`src/rtl/gen_rd_reg.sv`:
```
// gen_rd_reg: host read-back bank, snapshot on first RCLK edge, then stepped.
// Optional checksum word at index NREGS when GEN_RD_CSUM_EN is defined.
module gen_rd_reg #(
    parameter int NREGS = 4,
    parameter int DW    = 16,
    parameter int AW    = 2
) (
    input  logic                clk,
    input  logic                rstn,
    input  logic [NREGS*DW-1:0] STAT_IN,
    input  logic                RE,
    input  logic                RCLK,
    output logic [DW-1:0]       RDATA,
    output logic                RDY,
    output logic                WRAP,
    output logic [AW-1:0]       RPTR
);

`ifdef GEN_RD_CSUM_EN
    localparam int NW = NREGS + 1;
`else
    localparam int NW = NREGS;
`endif
    localparam logic [AW-1:0] LAST = AW'(NW - 1);

    localparam logic [1:0] S_IDLE = 2'd0;
    localparam logic [1:0] S_ARM  = 2'd1;
    localparam logic [1:0] S_SHOW = 2'd2;

    logic          re_s1_q, re_s_q;
    logic          rck_s1_q, rck_s_q, rck_d_q;
    logic          rck_rise;
    logic [1:0]    state_q, state_d;
    logic [AW-1:0] ptr_q, ptr_d;
    logic [AW-1:0] rptr_q, rptr_d;
    logic          wrap_q, wrap_d;
    logic          rdy_q, rdy_d;
    logic [DW-1:0] rdata_q, rdata_d;
    logic [DW-1:0] shadow_q [NW];
    logic [DW-1:0] shadow_sel;
    logic          snap;

    always_ff @(posedge clk or negedge rstn) begin
        if (!rstn) begin
            re_s1_q  <= 1'b0;
            re_s_q   <= 1'b0;
            rck_s1_q <= 1'b0;
            rck_s_q  <= 1'b0;
            rck_d_q  <= 1'b0;
        end else begin
            re_s1_q  <= RE;
            re_s_q   <= re_s1_q;
            rck_s1_q <= RCLK;
            rck_s_q  <= rck_s1_q;
            rck_d_q  <= rck_s_q;
        end
    end

    assign rck_rise = rck_s_q & ~rck_d_q;

    always_comb begin
        shadow_sel = '0;
        for (int k = 0; k < NW; k++) begin
            if (ptr_q == AW'(k)) shadow_sel = shadow_q[k];
        end
    end

`ifdef GEN_RD_CSUM_EN
    logic [DW-1:0] csum;

    always_comb begin
        csum = '0;
        for (int k = 0; k < NREGS; k++) begin
            csum = csum ^ STAT_IN[k*DW +: DW];
        end
    end
`endif

    // RDATA/RPTR lag the pointer by one cycle; RDY is low for that cycle.
    always_comb begin
        state_d = state_q;
        ptr_d   = ptr_q;
        rptr_d  = rptr_q;
        wrap_d  = wrap_q;
        rdy_d   = rdy_q;
        rdata_d = rdata_q;
        snap    = 1'b0;
        if (!re_s_q) begin
            state_d = S_IDLE;
            ptr_d   = '0;
            rptr_d  = '0;
            wrap_d  = 1'b0;
            rdy_d   = 1'b0;
            rdata_d = '0;
        end else begin
            unique case (state_q)
                S_IDLE: begin
                    state_d = S_ARM;
                    rdy_d   = 1'b1;
                    rdata_d = '0;
                end
                S_ARM: begin
                    rdata_d = '0;
                    rdy_d   = 1'b1;
                    if (rck_rise) begin
                        snap    = 1'b1;
                        ptr_d   = '0;
                        rdy_d   = 1'b0;
                        state_d = S_SHOW;
                    end
                end
                S_SHOW: begin
                    rdata_d = shadow_sel;
                    rptr_d  = ptr_q;
                    rdy_d   = ~rck_rise;
                    if (rck_rise) begin
                        if (ptr_q == LAST) begin
                            ptr_d  = '0;
                            wrap_d = 1'b1;
                        end else begin
                            ptr_d = ptr_q + 1'b1;
                        end
                    end
                end
                default: begin
                    state_d = S_IDLE;
                    ptr_d   = '0;
                    rptr_d  = '0;
                    wrap_d  = 1'b0;
                    rdy_d   = 1'b0;
                    rdata_d = '0;
                end
            endcase
        end
    end

    always_ff @(posedge clk or negedge rstn) begin
        if (!rstn) begin
            state_q <= S_IDLE;
            ptr_q   <= '0;
            rptr_q  <= '0;
            wrap_q  <= 1'b0;
            rdy_q   <= 1'b0;
            rdata_q <= '0;
        end else begin
            state_q <= state_d;
            ptr_q   <= ptr_d;
            rptr_q  <= rptr_d;
            wrap_q  <= wrap_d;
            rdy_q   <= rdy_d;
            rdata_q <= rdata_d;
        end
    end

    always_ff @(posedge clk or negedge rstn) begin
        if (!rstn) begin
            for (int k = 0; k < NW; k++) shadow_q[k] <= '0;
        end else if (snap) begin
            for (int k = 0; k < NREGS; k++) begin
                shadow_q[k] <= STAT_IN[k*DW +: DW];
            end
`ifdef GEN_RD_CSUM_EN
            shadow_q[NREGS] <= csum;
`endif
        end
    end

    assign RDATA = rdata_q;
    assign RDY   = rdy_q;
    assign WRAP  = wrap_q;
    assign RPTR  = rptr_q;

endmodule

```
`config.mk`:
```
export PLATFORM = sky130hd
export DESIGN_NAME = gen_rd_reg
export DESIGN_NICKNAME = d
export VERILOG_FILES = /design/src/rtl/gen_rd_reg.sv
export SDC_FILE = /design/constraint.sdc
export NUM_CORES = 1
export LEC_CHECK = 0
export ABC_AREA = 1
export CAP_MARGIN = 5
export CORE_ASPECT_RATIO = 0.6
export CORE_UTILIZATION = 35
export DETAILED_ROUTE_END_ITERATION = 7
export PLACE_DENSITY = 0.7
export RECOVER_POWER = 100
export SETUP_SLACK_MARGIN = 0.5
export SLEW_MARGIN = 0
export SYNTH_ARGS = -nofsm -noshare
export SYNTH_HDL_FRONTEND = slang
export SYNTH_SLANG_ARGS = --single-unit
export TNS_END_PERCENT = 100
```
`constraint.sdc`:
```
create_clock -name clk -period 3.4 [get_ports clk]
set_input_delay 0.68 -clock clk [delete_from_list [all_inputs] [get_ports clk]]
set_output_delay 0.68 -clock clk [all_outputs]
set_load 0.01 [all_outputs]
```
==> results.sh <==
export IMPL_violations="max-capacitance violations, max-slew violations"
export IMPL_dr_first_iter_drc_count=196
export IMPL_cts_resized=0
export IMPL_worst_ep_arrival_time_ns=2.79
export IMPL_fin_crit_sh_pct=71.13
export IMPL_ios=88
export IMPL_yosysMostFrequentCell="nand2_1"
export IMPL_ant_nets=0
export IMPL_yosysWarnings=0
export IMPL_setup_violations=0
export IMPL_synth_top_family_by_area="simple AND/OR/NAND/NOR gates"
export IMPL_cts_max_path_buffers=2
export IMPL_finalMaxSlewViolations=33
export IMPL_maxCapViolCount=1
export IMPL_place_gp_congestion=0.8704
export IMPL_drtPass1Iterations=5
export IMPL_tritoncts="done"
export IMPL_htreeDepth=3
export IMPL_antenna_found_initial=0
export IMPL_grt_pass1_wl_um=17810
export IMPL_grt_max_degree=82
export IMPL_synth_xor_area_share_pct=0
export IMPL_synth_mux_area_share_pct=0
export IMPL_synth_top_area_share_pct=56.21
export IMPL_antenna_cells=0
export IMPL_hold_buffers=0
export IMPL_overflow=0
export IMPL_synth_simple_gate_area_share_pct=25.48
export IMPL_finalClockSkew_ns=0.008228
export IMPL_critPathBufInv=2
export IMPL_fin_nets=632
export IMPL_ys_flop_type="dfrtp_1"
export IMPL_syn2layout_area_growth_pct=28.59
export IMPL_place_inst=705
export IMPL_critPathMaxStageDelay_ns=1.25
export IMPL_die_y_um=86.25
export IMPL_viasPerCell=4.911
export IMPL_post_route_cell_area_um2=5324
export IMPL_yosys_top_cells_count="160 x nand2_1, 93 x dfrtp_1, 69 x nand3_1"
export IMPL_worstSetupPathType="in2async"
export IMPL_synthAdderAreaFrac_pct=2.418
export IMPL_max_freq_ghz=0.4135
export IMPL_grt_pass1_vias=3532
export IMPL_cts_root_buf="clkbuf_16"
export IMPL_cp_slowest_cell="clkbuf_1"
export IMPL_crit_chain="clkbuf_1 -> clkbuf_2"
export IMPL_synth_cell_types=20
export IMPL_fin_tns_setup_ns=0
export IMPL_drc=0
export IMPL_hpwlAfterDp_um=7512
export IMPL_syn_inst=485
export IMPL_synth_compound_area_share_pct=8.462
export IMPL_clkSinkCount=93
export IMPL_rows=30
export IMPL_postCtsSetupBuffers=0
export IMPL_end_kind="asynchronous set/reset pin"
export IMPL_cts_buffers=9
export IMPL_postPlaceCellArea_um2=5045
export IMPL_path_max_fanout=32
export IMPL_relSlewSlack_pct=-18.39
export IMPL_async_reset_ff_share_pct=100.0
export IMPL_timing_final_crit_period_ns=2.418
export IMPL_clk_latency_ns=0.34
export IMPL_p_leak_uw=0.002662
export IMPL_stdcell_count=721
export IMPL_drive_gt1_share_pct=4.278
export IMPL_core_area_um2=11410
export IMPL_grt_usage_pct=19.13
export IMPL_fp_dieArea_um2=12280
export IMPL_io_buffers=87
export IMPL_hp_class="reg2reg"
export IMPL_initial_core_util_pct=36.28
export IMPL_avgRoutedWirePerCell_um=14.90
export IMPL_crit_family="buffers and inverters"
export IMPL_ys_top_cells_by_area="dfrtp_1 56%, nand2_1 15%, nand3_1 8.3%"
export IMPL_syn_area_um2=4140
export IMPL_crit_required_ns=3.77
export IMPL_tightest_slew_ns=1.776
export IMPL_cp_start_kind="input pin"
export IMPL_clk_pin_slew_ns=0.06
export IMPL_ys_seq_elements=93
export IMPL_fin_total_pwr_uw=3246
export IMPL_avgSynthCellArea_um2=8.537
export IMPL_hold_viol=0
export IMPL_fin_util_pct=46.66
export IMPL_yosysSeqAreaShare_pct=56.21
export IMPL_wl_um=10740
export IMPL_vdd_ir_drop_max_uv=260.8
export IMPL_vias=3541
export IMPL_yosysTopAreaCell="dfrtp_1"
export IMPL_mappedNetlistNets=561
export IMPL_synth_edf_count=0
export IMPL_outcome="complete, but fails checks"
export IMPL_dieWidth_um=142.4
export IMPL_p_per_area_nw_per_um2=609.6
export IMPL_fillers=1093
export IMPL_rsz0062_at_grt="false"
==> registers in the layout, summed over array words and instances, names as in the netlist <==
name	count
RDY	1
RDATA	16
WRAP	1
rck_s_q	1
rck_d_q	1
shadow_q	64
rck_s1_q	1
ptr_q	2
re_s1_q	1
RPTR	2
re_s_q	1
state_q	2
==> cell usage in the layout (no fill, tap or decap), drive strengths merged <==
cell and instances:
clkinvlp 2, nand4 2, nand2 163, nand3 69
nor3 1, buf 1, dlygate4sd3 22, clkbuf 17
clkinv 2, nor2 18, ha 8, o21ai 20
dfrtp 93, a21oi 50, clkdlybuf4s50 64, inv 29
==> layout make-up <==
type	instances	area (um^2)	area share, %
Clock buffer	13	280.3	5.264
Clock inverter	3	17.52	0.3290
Inverter	30	113.9	2.139
Multi-Input combinational cell	331	1498	28.13
Sequential cell	93	2327	43.71
Tap cell	160	200.2	3.760
Timing Repair Buffer	91	887.1	16.66
==> logic make-up (layout without fill, tap and decap cells) <==
kind of cell    count (synthesis)  count (layout)
flops                          93              93
fa+ha+maj                       8               8
buf+inv                        61             137
simple gates                  253             253
compound gates                 70              70
==> through the flow <==
| stage | setup slack [ns] | hold slack, ns |
|---|---|---|
| after floorplan | 2.017 | 0.3312 |
| after global placement | 1.358 | 0.3344 |
| after detailed placement | 1.334 | 0.3355 |
| after CTS | 1.301 | 0.2873 |
| after global routing | 0.5446 | 0.3509 |
| final | 0.9816 | 0.3477 |
==> power breakdown <==
part           leakage [uW]  internal (uW)  switching [uW]
Combinational       0.00137            270             382
Sequential          0.00114           1450             172
Clock              0.000148            573             403
==> routing by layer <==
layer / routed length, um / global-route usage (%)
met1: 5250 / 27.00
met2: 4596 / 29.06
met3: 727 / 4.696
met4: 170 / 6.061
met5: 0 / 0
==> path summary, 6_finish.rpt <==
path | start | endpoint | slack [ns] | depth (start not counted)
hold / removal | re_s1_q | re_s_q | 0.35 | 0
setup reg to reg | state_q[1] | shadow_q[35] | 0.99 | 7
setup / recovery | rstn | shadow_q[52] | 0.98 | 2
hold reg to reg | re_s1_q | re_s_q | 0.35 | 0
min in group asynchronous | rstn | shadow_q[15] | 0.81 | 1
max in group clk | state_q[1] | shadow_q[35] | 0.99 | 7
Power figures use the tool's default switching activity.
